==> config.mk <==
export PLATFORM = sky130hd
export DESIGN_NAME = reset_controller
export DESIGN_NICKNAME = d
export VERILOG_FILES = /design/src/rtl/reset_control_pkg.sv /design/src/rtl/reset_control_sync.sv /design/src/rtl/reset_controller.sv
export SDC_FILE = /design/constraint.sdc
export NUM_CORES = 1
export LEC_CHECK = 0
export BUFFER_PORTS_ARGS = -buffer_cell sky130_fd_sc_hd__buf_2
export CAP_MARGIN = 20
export CORE_MARGIN = 1
export CORE_UTILIZATION = 50
export DETAILED_ROUTE_END_ITERATION = 10
export PLACE_DENSITY_LB_ADDON = 0.1
export SYNTH_ARGS = -nofsm -noshare
export SYNTH_HDL_FRONTEND = slang
export SYNTH_SLANG_ARGS = --single-unit
==> constraint.sdc <==
create_clock -name user_clk -period 3.4 [get_ports user_clk]
set_clock_uncertainty 0.1 [all_clocks]
set_input_delay 0 -clock user_clk [delete_from_list [all_inputs] [get_ports user_clk]]
set_output_delay 0 -clock user_clk [all_outputs]
set_load 0.1 [all_outputs]
==> src/rtl/reset_control_pkg.sv <==
// Shared types and sizing helper for the reset controller.
// The optional RESET_CONTROL_BUSY_EN macro adds the reset_busy output port.
package reset_control_pkg;

   typedef enum logic [2:0] {
      POR      = 3'd0,
      IDLE     = 3'd1,
      VALIDATE = 3'd2,
      DELAY    = 3'd3,
      PULSE    = 3'd4,
      LOCKOUT  = 3'd5
   } rc_state_t;

   // Width of the shared down-counter, sized for the largest timing parameter.
   function automatic int rc_cnt_width(input int a, input int b, input int c, input int d);
      int m;
      m = a;
      if (b > m) m = b;
      if (c > m) m = c;
      if (d > m) m = d;
      return $clog2(m + 1);
   endfunction

endpackage

==> src/rtl/reset_control_sync.sv <==
// N-flop synchronizer with an asynchronous active-low clear to a selectable value.
// Requires N >= 2.
module reset_control_sync #(
   parameter int   N         = 2,
   parameter logic RESET_VAL = 1'b1
) (
   input  logic clk,
   input  logic clr_n,
   input  logic d,
   output logic q
);

   logic [N-1:0] ff_r;

   // Shift chain; the first stage is the only one that can go metastable.
   always_ff @(posedge clk or negedge clr_n) begin
      if (!clr_n) begin
         ff_r <= {N{RESET_VAL}};
      end else begin
         ff_r <= {ff_r[N-2:0], d};
      end
   end

   assign q = ff_r[N-1];

endmodule

==> src/rtl/reset_controller.sv <==
// System reset generator: power-on reset plus a debounced, delayed, lockout-protected button.
// Define RESET_CONTROL_BUSY_EN to add the registered reset_busy output.
module reset_controller
   import reset_control_pkg::*;
#(
   parameter int Reset_Pulse_Length           = 4,
   parameter int Reset_Delay_Cycles           = 8,
   parameter int Press_Validation_Wait_Cycles = 10,
   parameter int Release_Lockout_Cycles       = 20
) (
   input  logic user_clk,
   input  logic por_n,
   input  logic user_rst_n,
   output logic async_rst
`ifdef RESET_CONTROL_BUSY_EN
   ,
   output logic reset_busy
`endif
);

   localparam int CW = rc_cnt_width(Reset_Pulse_Length, Reset_Delay_Cycles,
                                    Press_Validation_Wait_Cycles, Release_Lockout_Cycles);

   localparam logic [CW-1:0] CNT_ONE  = CW'(1);
   localparam logic [CW-1:0] PULSE_LD = CW'(Reset_Pulse_Length);
   localparam logic [CW-1:0] DELAY_LD = CW'(Reset_Delay_Cycles);
   localparam logic [CW-1:0] VAL_LD   = CW'(Press_Validation_Wait_Cycles);
   localparam logic [CW-1:0] LOCK_LD  = CW'(Release_Lockout_Cycles);

   rc_state_t     state_r;
   rc_state_t     state_s;
   logic [CW-1:0] cnt_r;
   logic [CW-1:0] cnt_s;
   logic          rst_s;
   logic          btn_sync_s;
   logic          pressed_s;

   reset_control_sync #(
      .N         (2),
      .RESET_VAL (1'b1)
   ) u_sync (
      .clk   (user_clk),
      .clr_n (por_n),
      .d     (user_rst_n),
      .q     (btn_sync_s)
   );

   assign pressed_s = ~btn_sync_s;

   // State, counter and output register; por_n forces the POR behaviour immediately.
   always_ff @(posedge user_clk or negedge por_n) begin
      if (!por_n) begin
         state_r   <= POR;
         cnt_r     <= PULSE_LD;
         async_rst <= 1'b1;
      end else begin
         state_r   <= state_s;
         cnt_r     <= cnt_s;
         async_rst <= rst_s;
      end
   end

   // Next-state, counter and output decode; each timed state exits when the counter reads one.
   always_comb begin
      state_s = state_r;
      cnt_s   = cnt_r;
      rst_s   = 1'b0;
      case (state_r)
         POR: begin
            rst_s = 1'b1;
            if (cnt_r == CNT_ONE) begin
               state_s = LOCKOUT;
               cnt_s   = LOCK_LD;
            end else begin
               cnt_s = cnt_r - CNT_ONE;
            end
         end
         IDLE: begin
            if (pressed_s) begin
               state_s = VALIDATE;
               cnt_s   = VAL_LD;
            end else begin
               state_s = IDLE;
            end
         end
         VALIDATE: begin
            if (!pressed_s) begin
               state_s = IDLE;
            end else if (cnt_r == CNT_ONE) begin
               state_s = DELAY;
               cnt_s   = DELAY_LD;
            end else begin
               cnt_s = cnt_r - CNT_ONE;
            end
         end
         DELAY: begin
            if (cnt_r == CNT_ONE) begin
               state_s = PULSE;
               cnt_s   = PULSE_LD;
            end else begin
               cnt_s = cnt_r - CNT_ONE;
            end
         end
         PULSE: begin
            rst_s = 1'b1;
            if (cnt_r == CNT_ONE) begin
               state_s = LOCKOUT;
               cnt_s   = LOCK_LD;
            end else begin
               cnt_s = cnt_r - CNT_ONE;
            end
         end
         LOCKOUT: begin
            // Any press restarts the release window, so a held button never re-arms.
            if (pressed_s) begin
               cnt_s = LOCK_LD;
            end else if (cnt_r == CNT_ONE) begin
               state_s = IDLE;
            end else begin
               cnt_s = cnt_r - CNT_ONE;
            end
         end
         default: begin
            state_s = POR;
            cnt_s   = PULSE_LD;
            rst_s   = 1'b1;
         end
      endcase
   end

`ifdef RESET_CONTROL_BUSY_EN
   // Busy flag register: high whenever the controller is not waiting idle.
   always_ff @(posedge user_clk or negedge por_n) begin
      if (!por_n) begin
         reset_busy <= 1'b1;
      end else begin
         reset_busy <= (state_r != IDLE);
      end
   end
`endif

endmodule

==> impl_metrics.py <==
metrics = {
    "setup_path": {
        "cp.required_ns": 3.45,
        "end_kind": "flip-flop",
        "r2r-start": "cnt_r[0]$_DFFE_PN0P_",
        "cp-start-kind": "flip-flop",
        "reg2regPathDepth": 5,
        "r2r_end": "cnt_r[1]$_DFFE_PN0P_",
        "cp.arrival_ns": 2.22,
        "crit_fanout": 9,
        "ff2ff_setup_slack_ns": 1.24,
        "path_class": "flip-flop to flip-flop",
    },
    "clock_network": {
        "holdBufCountCts": 2,
        "clkSinkCount": 11,
        "post_cts_resized": 0,
        "tritoncts": "yes",
        "postCtsSetupBuffers": 0,
        "cts-root-buf": "clkbuf_4",
        "clkSlewWorstSetupHoldPaths_ns": 0.08,
        "cts_buffer_depth": 2,
        "cts_made_buffers": 3,
        "clock_latency_ns": 0.27,
        "ctsHtreeMaxLevel": 1,
    },
    "synth": {
        "synthCells": 93,
        "ys_types": 37,
        "yosysTopAreaCellShare": 0.225,
        "synth_area_leaders": "dfrtp_1 (23%), dfstp_2 (14%), nor2_1 (4.3%), nand2_1 (3.9%), a21oi_1 (3.2%)",
        "syn_nets": 98,
        "synth-seq-cells": 11,
        "yosysSeqAreaShare": 0.361,
        "syn_area_um2": 777,
        "avgSynthCellArea_um2": 8.35,
        "synth_largest_area_cell": "dfrtp_1",
        "yosys_warnings": 0,
    },
    "global_routing": {
        "grt_pass1_wl_um": 2920,
        "grt_pass1_vias": 619,
        "grt_max_degree": 23,
        "overflow": 0,
        "track_usage": 0.221,
        "antenna_found_initial": 0,
    },
    "power_and_ir_drop": {
        "swShare": 0.453,
        "p_per_area_nw_per_um2": 844,
        "peakVddDrop_uv": 518,
        "combPwrFrac": 0.453,
        "power.leakage_uw": 0.000327,
        "internal_power_uw": 381,
        "clkPwrFrac": 0.135,
        "power_frac_seq": 0.411,
        "switchingPower_uw": 316,
    },
    "placement": {
        "io_buffers": 3,
        "dp_slack_ns": 1.27,
        "finalWeightedCongestion": 0.828,
        "placed_area_um2": 779,
        "dp_hpwl_um": 1130,
    },
    "timing": {
        "whs_ns": 0.0252,
        "max_freq_mhz": 462,
        "drv_slew": 0,
        "hold_violations": 0,
        "setup_viol": 0,
        "tightest_slew_ns": 0.804,
        "fin_tns_setup_ns": 0,
        "post-route-min-period_ns": 2.16,
        "rsz0062_at_grt": "no",
        "relSlewSlack": 0.462,
        "timing.final.crit_share": 0.636,
        "worst_slack_ns": 1.24,
    },
    "job": {
        "drv_cap": 0,
    },
    "floorplan": {
        "rows": 13,
        "core-area_um2": 1370,
        "die_y_um": 41.4,
        "io_pins": 4,
        "dieArea_um2": 1720,
        "start_util": 0.569,
        "die_w_um": 41.4,
    },
    "drt": {
        "met1Wirelength_um": 862,
        "wl_per_cell_um": 15.2,
        "met3_length_um": 37,
        "drtIter0Drc": 18,
        "wl_um": 1670,
        "wl_met2_um": 745,
        "viasPerCell": 6.05,
        "drc": 0,
        "first_pass_iters": 4,
        "top_layer_used": "met4",
        "ant_nets": 0,
        "vias": 665,
    },
    "finish": {
        "n_antenna_cell": 0,
        "drive_gt1_frac": 0.147,
        "area_growth_pct": 6.28,
        "fin_area_um2": 826,
        "fin_nets": 101,
    },
    "status": {
        "outcome": "finished, final reports clean",
    },
    "hold_path": {
        "hp-class": "input pin to async pin",
    },
}
## area by class of cell
class                      instances  area [um2]
clock buffer                       4        26.3
fill                             126         541
inverter                           4        15.0
multi-input combinational         71         450
sequential                        11         280
tap                               15        18.8
timing repair buffer               5        35.0
## worst max-delay path, stage by stage (launching register included)
cell and delay [ns]:
dfrtp_1 0.47, ha_1 0.19, nor4b_2 0.65, or3_1 0.20, a31oi_1 0.08, a311o_1 0.34
## state kept, by name (all words and copies together), names as in the netlist
| name | count |
|---|---|
| u_sync.ff_r | 2 |
| state_r | 3 |
| async_rst | 1 |
| cnt_r | 5 |
## per-stage QoR
stage,instances,total power (uW),util
after detailed placement,104,604,0.571
after floorplan,93,545,-
final,110,697,0.604
after CTS,110,700,0.604
after global routing,110,754,0.604
after global placement,104,597,0.571
## layout by cell type (no fill, tap or decap), types with 3 or more instances in the layout
cell type,Yosys,final
nor2_1,9,9
nand2_1,8,8
dfrtp_1,7,7
o21ai_0,5,5
a21oi_1,5,5
inv_1,4,4
nor2b_1,4,4
nand2b_1,4,4
nor3_1,4,4
dfstp_2,4,4
nand3_1,3,3
a31oi_1,3,3
clkbuf_4,0,3
buf_2,4,3
## how the worst max path moves through the flow
stage	start	to	slack [ns]	cells after the start
5_1_grt	cnt_r[0]$_DFFE_PN0P_	cnt_r[1]$_DFFE_PN0P_	1.10	5
6_report	cnt_r[0]$_DFFE_PN0P_	cnt_r[1]$_DFFE_PN0P_	1.24	5
2_1_floorplan	cnt_r[0]$_DFFE_PN0P_	cnt_r[1]$_DFFE_PN0P_	1.56	6
3_5_place_dp	cnt_r[0]$_DFFE_PN0P_	cnt_r[1]$_DFFE_PN0P_	1.27	5
3_3_place_gp	cnt_r[0]$_DFFE_PN0P_	cnt_r[1]$_DFFE_PN0P_	1.30	5
4_1_cts	cnt_r[0]$_DFFE_PN0P_	cnt_r[1]$_DFFE_PN0P_	1.26	5
## synth_stat cells
cell / n
a31oi_1: 3
mux2i_1: 1
nor2b_1: 4
a211o_2: 1
ha_1: 2
nor2_1: 9
xor2_1: 1
nand4_1: 2
o32ai_1: 1
clkbuf_1: 2
o32a_2: 1
a311o_1: 1
a21oi_1: 5
inv_1: 4
nor4b_2: 1
nand3_1: 3
buf_1: 1
a31o_2: 1
a21o_1: 1
o21ai_0: 5
dfrtp_1: 7
nor3_1: 4
o2bb2ai_1: 1
o211ai_1: 2
a21boi_0: 1
xnor2_1: 2
or4_1: 1
a311oi_1: 1
nand4b_1: 1
a211o_1: 1
nand2b_1: 4
buf_2: 4
or4b_1: 1
or3_1: 1
dfstp_2: 4
nand2_1: 8
o22ai_1: 1
## routing by layer
metal  track usage  vias up
met5             0        -
met1         0.325      306
li1              -      341
met3        0.0391        4
met4        0.0968        0
met2         0.316       14
## power by group through the flow
stage               Sequential (uW)  Clock [uW]  Combinational (uW)
CTS                             286        95.1                 319
detailed placement              288           0                 316
global route                    302         100                 352
finish                          287        94.4                 316
global placement                287           0                 310
floorplan                       279           0                 266
## logic make-up after synthesis
| kind of cell | Yosys count | synth area share |
|---|---|---|
| AOI/OAI and AO/OA | 26 | 0.232 |
| buffers and inverters | 11 | 0.0596 |
| DFF | 11 | 0.361 |
| adders and majority gates | 2 | 0.0322 |
| xor gates and xnor gates | 3 | 0.0338 |
| and+or+nand+nor | 39 | 0.269 |
| muxes | 1 | 0.0129 |
Power figures use the tool's default switching activity.
